===== config.mk =====
export PLATFORM = sky130hd
export DESIGN_NAME = ssp_word_framer_flat
export DESIGN_NICKNAME = d
export VERILOG_FILES = /design/src/rtl/ssp_word_framer_if.sv /design/src/rtl/ssp_word_framer.sv /design/src/flat_wrapper.sv
export SDC_FILE = /design/constraint.sdc
export NUM_CORES = 1
export LEC_CHECK = 0
export ABC_AREA = 1
export CORE_ASPECT_RATIO = 1.75
export CORE_UTILIZATION = 30
export DETAILED_ROUTE_END_ITERATION = 8
export GPL_ROUTABILITY_DRIVEN = 0
export GPL_TIMING_DRIVEN = 0
export PLACE_DENSITY = 0.48
export SLEW_MARGIN = 40
export SYNTH_ARGS = -nofsm -noshare
export SYNTH_HDL_FRONTEND = slang
export SYNTH_SLANG_ARGS = --single-unit

===== constraint.sdc =====
create_clock -name ck_1356meg -period 2.1 [get_ports ck_1356meg]
set_input_delay 0.21 -clock ck_1356meg [delete_from_list [all_inputs] [get_ports ck_1356meg]]
set_output_delay 0.21 -clock ck_1356meg [all_outputs]
set_load 0.05 [all_outputs]

===== src/rtl/ssp_word_framer_if.sv =====
// Byte handshake bundle between the SSP word framer and its local client:
// a transmit holding-register handshake and a receive byte strobe.
interface ssp_word_framer_if;
  logic [7:0] tx_data;
  logic       tx_valid;
  logic       tx_ready;
  logic [7:0] rx_data;
  logic       rx_valid;

  modport master (
    output tx_data,
    output tx_valid,
    input  tx_ready,
    input  rx_data,
    input  rx_valid
  );

  modport slave (
    input  tx_data,
    input  tx_valid,
    output tx_ready,
    output rx_data,
    output rx_valid
  );
endinterface


===== src/rtl/ssp_word_framer.sv =====
// Byte-wide SSP link layer: MSB-first serialiser with generated ssp_clk/ssp_frame
// and a frame-aligned receive capture. Optional macro: SSP_TEST_PATTERN_EN.
module ssp_word_framer #(
  parameter int          HALF_PERIOD = 4,
  parameter logic [31:0] PATTERN     = 32'hDEADBEEF
) (
  input  logic               ck_1356meg,
  input  logic               rst,
  ssp_word_framer_if.slave   bus,
  input  logic               test_mode_i,
  output logic               busy_o,
  output logic               ssp_clk_o,
  output logic               ssp_frame_o,
  output logic               ssp_din_o,
  input  logic               ssp_dout_i
);

  // state | meaning
  // IDLE  | no word in flight, ssp_din/ssp_frame held low
  // SHIFT | word in flight, one bit per ssp_clk period
  typedef enum logic {IDLE, SHIFT} state_t;

  localparam int DW = $clog2(HALF_PERIOD);

  state_t        state_q;
  logic [DW-1:0] div_q, div_d;
  logic          ssp_clk_q;
  logic [7:0]    hold_q;
  logic          hold_full_q;
  logic [7:0]    shift_q;
  logic [2:0]    bit_cnt_q;
  logic          din_q;
  logic          frame_q;
  logic          busy_q;
  logic [7:0]    rx_shift_q;
  logic [7:0]    rx_data_q;
  logic          rx_valid_q;

  logic          tc, rise_evt, fall_evt;
  logic          boundary, start;
  logic          word_avail;
  logic [7:0]    word_next;
  logic          tx_ready;

`ifdef SSP_TEST_PATTERN_EN
  logic [31:0]   pat_q;

  assign word_avail = test_mode_i | hold_full_q;
  assign word_next  = test_mode_i ? pat_q[31:24] : hold_q;
  assign tx_ready   = ~hold_full_q & ~test_mode_i;
`else
  logic          unused_test_mode;
  logic [31:0]   unused_pattern;

  assign unused_test_mode = test_mode_i;
  assign unused_pattern   = PATTERN;
  assign word_avail       = hold_full_q;
  assign word_next        = hold_q;
  assign tx_ready         = ~hold_full_q;
`endif

  always_comb begin
    tc       = (div_q == DW'(HALF_PERIOD - 1));
    div_d    = tc ? '0 : div_q + DW'(1);
    rise_evt = tc & ~ssp_clk_q;
    fall_evt = tc &  ssp_clk_q;
    // Words start or end only on a fall, so data is stable across every rise.
    boundary = fall_evt & ((state_q == IDLE) | (bit_cnt_q == 3'd0));
    start    = boundary & word_avail;
  end

  always_ff @(posedge ck_1356meg) begin
    if (rst) begin
      state_q     <= IDLE;
      div_q       <= '0;
      ssp_clk_q   <= 1'b0;
      hold_q      <= 8'h00;
      hold_full_q <= 1'b0;
      shift_q     <= 8'h00;
      bit_cnt_q   <= 3'd0;
      din_q       <= 1'b0;
      frame_q     <= 1'b0;
      busy_q      <= 1'b0;
      rx_shift_q  <= 8'h00;
      rx_data_q   <= 8'h00;
      rx_valid_q  <= 1'b0;
`ifdef SSP_TEST_PATTERN_EN
      pat_q       <= PATTERN;
`endif
    end else begin
      div_q      <= div_d;
      rx_valid_q <= 1'b0;
      if (tc) ssp_clk_q <= ~ssp_clk_q;

      if (bus.tx_valid && tx_ready) begin
        hold_q      <= bus.tx_data;
        hold_full_q <= 1'b1;
      end

`ifdef SSP_TEST_PATTERN_EN
      if (!test_mode_i) pat_q <= PATTERN;
`endif

      if (start) begin
        shift_q   <= word_next;
        din_q     <= word_next[7];
        frame_q   <= 1'b1;
        bit_cnt_q <= 3'd7;
        busy_q    <= 1'b1;
        state_q   <= SHIFT;
`ifdef SSP_TEST_PATTERN_EN
        if (test_mode_i) pat_q <= {pat_q[23:0], pat_q[31:24]};
        else             hold_full_q <= 1'b0;
`else
        hold_full_q <= 1'b0;
`endif
      end else if (boundary) begin
        din_q   <= 1'b0;
        frame_q <= 1'b0;
        busy_q  <= 1'b0;
        state_q <= IDLE;
      end else if (fall_evt) begin
        shift_q   <= {shift_q[6:0], 1'b0};
        din_q     <= shift_q[6];
        frame_q   <= 1'b0;
        bit_cnt_q <= bit_cnt_q - 3'd1;
      end

      if (state_q == SHIFT && rise_evt) begin
        rx_shift_q <= {rx_shift_q[6:0], ssp_dout_i};
        if (bit_cnt_q == 3'd0) begin
          rx_data_q  <= {rx_shift_q[6:0], ssp_dout_i};
          rx_valid_q <= 1'b1;
        end
      end
    end
  end

  assign bus.tx_ready = tx_ready;
  assign bus.rx_data  = rx_data_q;
  assign bus.rx_valid = rx_valid_q;
  assign busy_o       = busy_q;
  assign ssp_clk_o    = ssp_clk_q;
  assign ssp_frame_o  = frame_q;
  assign ssp_din_o    = din_q;

endmodule


===== src/flat_wrapper.sv =====
// flat-port wrapper written by rule: the top's interface ports become plain ports
module ssp_word_framer_flat 
#(
  parameter int          HALF_PERIOD = 4,
  parameter logic [31:0] PATTERN     = 32'hDEADBEEF
)
  (ck_1356meg, rst, test_mode_i, busy_o, ssp_clk_o, ssp_frame_o, ssp_din_o, ssp_dout_i, bus_tx_data, bus_tx_valid, bus_tx_ready, bus_rx_data, bus_rx_valid);
  ssp_word_framer_if bus_i ();
  input  logic ck_1356meg;
  input  logic rst;
  input  logic test_mode_i;
  output logic busy_o;
  output logic ssp_clk_o;
  output logic ssp_frame_o;
  output logic ssp_din_o;
  input  logic ssp_dout_i;
  input wire logic [$bits(bus_i.tx_data)-1:0] bus_tx_data;
  input wire logic [$bits(bus_i.tx_valid)-1:0] bus_tx_valid;
  output wire logic [$bits(bus_i.tx_ready)-1:0] bus_tx_ready;
  output wire logic [$bits(bus_i.rx_data)-1:0] bus_rx_data;
  output wire logic [$bits(bus_i.rx_valid)-1:0] bus_rx_valid;
  assign bus_i.tx_data = bus_tx_data;
  assign bus_i.tx_valid = bus_tx_valid;
  assign bus_tx_ready = bus_i.tx_ready;
  assign bus_rx_data = bus_i.rx_data;
  assign bus_rx_valid = bus_i.rx_valid;
  ssp_word_framer #(.HALF_PERIOD(HALF_PERIOD), .PATTERN(PATTERN)) u_core (.ck_1356meg(ck_1356meg), .rst(rst), .bus(bus_i), .test_mode_i(test_mode_i), .busy_o(busy_o), .ssp_clk_o(ssp_clk_o), .ssp_frame_o(ssp_frame_o), .ssp_din_o(ssp_din_o), .ssp_dout_i(ssp_dout_i));
endmodule

==> Yosys cells after proc, flatten, opt, wreduce, memory -nomap -nowiden <==
Index checks and enable logic that the tools add are counted.
{ "classes": {"add_sub_neg": 2, "eq_ne": 2, "mux": 15, "n_bitwise": 9, "n_reduce_logical": 11} }
{ "ops": {"columns": ["cell", "n"], "rows": [
  ["two-way mux 7 bit", 3],
  ["two-way mux 1 bit", 9],
  ["two-way mux 3 bit", 3],
  ["OR reduction 2 bit", 3],
  ["bitwise AND 1 bit", 4],
  ["inverter 1 bit", 4],
  ["AND reduction 2 bit", 2],
  ["nonzero test 2 bit", 2],
  ["logical NOT 3 bit", 1],
  ["nonzero test 3 bit", 1],
  ["subtractor 3 x 1 -> 3 bit, second input constant", 1],
  ["adder 2 x 1 -> 2 bit, second input constant", 1],
  ["equality test 2 bit, second input constant", 1],
  ["logical AND 1 bit", 2],
  ["!= test 2 bit, second input constant", 1],
  ["OR 1 bit", 1]
]} }
{ "word_totals": {"regBits": 41, "input_bits": 13} }

==> Logic depth before layout (Yosys ltp) <==
{ "depth": {"ltp_word": 6, "ltp_mapped": 9, "ltp_nobuf": 8} }

==> Worst setup path before layout <==
Ideal clock, no wire load.
{ "synth_timing": {"kind": "reg2reg", "from": "register, netlist name u_core.busy_o", "to": "register u_core.shift_q[3]", "setup_time_ps": 122, "arrival_ps": 1395, "t_required_ps": 1978, "setup_slack_ps": 584, "path_stages_with_launch": 7, "n_path_buf": 1, "synth_period_minus_slack_ps": 1516, "path_cell_list": "dfxtp_1 -> inv_2 -> nor2_8 -> nand2_4 -> buf_6 -> o21ai_0 -> a21oi_1"} }
{ "synth_lines": {"columns": ["element", "line", "source"], "rows": [
  ["end signal: assignment", "ssp_word_framer.sv:105", "shift_q <= word_next;"],
  ["end signal: assignment", "ssp_word_framer.sv:123", "shift_q <= {shift_q[6:0], 1'b0};"],
  ["end: declaration", "ssp_word_framer.sv:30", "logic [7:0] shift_q;"]
]} }

==> Worst setup path after layout <==
{ "layout_timing": {"from": "register u_core.busy_q (netlist: u_core.busy_o)", "to": "output port busy_o"} }
{ "layout_lines": {"columns": ["element", "line", "source"], "rows": [
  ["start: declaration", "ssp_word_framer.sv:34", "logic busy_q;"],
  ["start signal: assignment", "ssp_word_framer.sv:83", "busy_q <= 1'b0;"],
  ["start signal: assignment", "ssp_word_framer.sv:109", "busy_q <= 1'b1;"],
  ["start signal: assignment", "ssp_word_framer.sv:120", "busy_q <= 1'b0;"],
  ["end: declaration", "flat_wrapper.sv:12", "output logic busy_o;"]
]} }
No word-level cell between the ends.

==> key figures <==
Synth
  – Post-synth top area cell: dfxtp_1
  – Syn Inst Count: 202
  – Yosys warning count: 0
  – Post-Syn Area: 1619 um^2
  – List of most frequent post-synthesis cells: 41 x dfxtp_1, 31 x o21ai_0, 27 x nand2_1, 25 x inv_1, 22 x a21oi_1
  – Post-synthesis simple-gate area fraction: between 20% and 30%
  – Synth Area in Compound Gates: 17.16%
  – Largest family of logic cells by synthesized area: simple AND/OR/NAND/NOR gates
  – Synth Area in XOR/XNOR: 0%
  – Cell with the most instances after synthesis: dfxtp_1
  – Yosys top cell area share: 50.70%
  – Multiplexer share of the synthesized area: 0%
  – Synth Area in Adders: roughly 2.3%
  – Number of synthesized flops with an enable pin: 0
  – Synth unique cells: 22
  – Predominant post-synthesis flop cell: dfxtp_1
  – Synth area leaders: dfxtp_1 51%, o21ai_0 9.6%, a21oi_1 6.8%
  – Syn nets: 218
  – Seq cells post-synth: 41
  – Avg Cell Area, Syn: 8.015 um^2
  – Sequential element share of the synthesized area: around 51%
  – Asr flop ratio synth: 0%

Outcome
  – Status: complete, but fails checks
  – Failing checks: DRC

Finish
  – Fin util: between 30 and 40%
  – Area Overhead vs Synth: 27.36%
  – Layout cells sized above 1: 9.402%
  – # diodes: 0
  – # nets final: 249
  – Fillers: 580

Worst hold path
  – Min-delay worst type: input port to register
  – Hold EP: u_core.bus.rx_data[7]$_SDFFE_PP0P_
  – WHS Path Cells: 2
  – Hold path start: rst

Worst setup path
  – CP Data Arrival Time: 1590 ps
  – Highest-delay cell along the critical path: clkdlybuf4s50_1
  – RR Startpoint: u_core.bit_cnt_q[0]$_SDFFE_PP0P_
  – Worst EP required: 1890 ps
  – Critical Path, Cell by Cell: clkdlybuf4s50_1
  – R2R depth: 7
  – Worst setup EP type: primary output
  – Crit path kind: register to primary output
  – Slack of the worst reg-to-reg path: 440 ps
  – Crit path buf inv count: 1
  – Crit start category: register
  – Top cell family by delay on the critical path: buffers and inverters
  – Worst-path maximum fanout: 5
  – Worst R2R End: u_core.bus.rx_data[4]$_SDFFE_PP0P_
  – CP max stage delay: approximately 850 ps

Clocking
  – CTS Root Cell: clkbuf_8
  – # Post-CTS Setup Buffers: 0
  – Clk slew on worst S/H paths: 80 ps
  – TritonCTS clock tree: done
  – CTS max path bufs: 2
  – CTS Sinks: 41
  – Cts bufs inserted: 5
  – Worst skew pair latency: 290 ps
  – Htree depth: 2
  – CTS resizes: 0
  – Hold Buf Count CTS: 0

Timing
  – RSZ-0062 raised after global routing: false
  – Final hold vios: 0
  – Final Cycle Share: 85.94%
  – Worst setup margin: 295.2 ps
  – Worst-margin pin slew: 493.1 ps
  – Setup TNS: 0 ps
  – Final min period: 1805 ps
  – Max-slew headroom: 67.02%
  – F_max: 554.1 MHz
  – Final setup fails: 0
  – Final slew viol count: 0
  – WHS: 218.6 ps
  – Worst Clk Skew: just over 3 ps

Pwr
  – Worst vdd ir: 0.5428 mV
  – Leakage: 0.0008589 uW
  – Total power: roughly 1700 uW
  – Power density cells: 801.4 nW/um^2

Placement
  – IO Port Bufs: 24
  – Post-DP HPWL: between 2 and 3 mm
  – Setup WS pre-CTS: about 380 ps

Die
  – Die Area: 5706 um^2
  – I/O Pins: 27
  – Initial core utilization: 31.07%
  – Die W: 57.53 um
  – # rows: 35
  – Die height: 99.18 um
  – CORE AREA: approximately 5200 um^2

Detailed routing
  – Final wirelength: 3.385 mm
  – DR iter-0 viols: 34
  – First-pass DRT Iterations: 8
  – Routed via count: 1378
  – Final ANT Viol Nets: 0
  – DRC Markers: 1
  – Avg Vias per Cell: 4.768
  – WL/cell: 11.71 um

Global routing
  – First-pass GRT wire length: 5.713 mm
  – GRT Total Usage: 12.95%
  – Number of global-route vias before repair: 1261
  – GRT overflow: 0
  – Initial antenna violation count: 0
  – Largest net degree at the start of global routing: 14

Run
  – Max-cap violations: 0
[metrics by stage]
step | area, um^2 | std cells
finish | 2062 | 289
global placement | 1928 | 281
CTS | 2062 | 289
detailed placement | 1928 | 281
global route | 2062 | 289
floorplan | 1619 | 202
[layer usage]
| layer | vias up | routed length (um) | GRT usage, % |
|---|---|---|---|
| li1 | 718 | - | - |
| met1 | 634 | 1382 | 12.55 |
| met2 | 22 | 1875 | 25.13 |
| met3 | 4 | 74 | 2.731 |
| met4 | 0 | 52 | 5.629 |
| met5 | - | 0 | 0 |
[worst max-delay path by stage]
stage                                     from                             end  cells past startpoint
detailed placement                bus_tx_valid   u_core.hold_q[4]$_SDFFE_PP0P_                      6
floorplan           u_core.busy_o$_SDFFE_PP0P_  u_core.shift_q[3]$_SDFFE_PP0P_                      6
global placement                  bus_tx_valid   u_core.hold_q[5]$_SDFFE_PP0P_                      6
CTS                 u_core.busy_o$_SDFFE_PP0P_                          busy_o                      1
global route        u_core.busy_o$_SDFFE_PP0P_                          busy_o                      1
finish              u_core.busy_o$_SDFFE_PP0P_                          busy_o                      1
[where the power goes]
part | internal, uW | switching [uW] | total (uW)
clock network | 472 | 276 | 749
logic | 40.8 | 53.8 | 94.7
registers | 797 | 11.7 | 809
total | 1310 | 342 | 1650
[logic make-up after synthesis]
family	count (synthesis)
adders and majority gates	3
and+or+nand+nor	68
DFF	41
AOI/OAI and AO/OA	55
buffers and inverters	35
[sequential cells by signal (all words and copies together), names as in the netlist, 2 cells and up]
register and cells:
u_core.bit_cnt_q 3, u_core.bus.rx_data 8, u_core.div_q 2, u_core.hold_q 8, u_core.rx_shift_q 7, u_core.shift_q 7
[layout make-up]
class                      instances  area (um^2)  share of cell area [%]
sequential                        41        820.8                   39.81
multi-input combinational        126        650.6                   31.55
timing repair buffer              24        240.2                   11.65
inverter                          28        105.1                   5.097
clock buffer                       5        68.82                   3.337
tap                               55        68.82                   3.337
clock inverter                     3        65.06                   3.155
buffer                             7        42.54                   2.063
[worst register-to-register path, delay by kind of cell (launching register included)]
kind	cells	cell delay, ps
AOI/OAI and AO/OA	1	200
adders and majority gates	2	500
buffers and inverters	2	210
DFF	1	310
and+or+nand+nor	2	360
[placed cells by master, fill, tap and decap left out, types with 4 or more instances in the layout]
cell type	n
a21oi_1	22
buf_2	4
clkbuf_8	5
clkdlybuf4s50_1	24
dfxtp_1	41
inv_1	25
nand2_1	27
nand3_1	15
nor2_1	18
o21ai_0	31
Power figures use the tool's default switching activity.
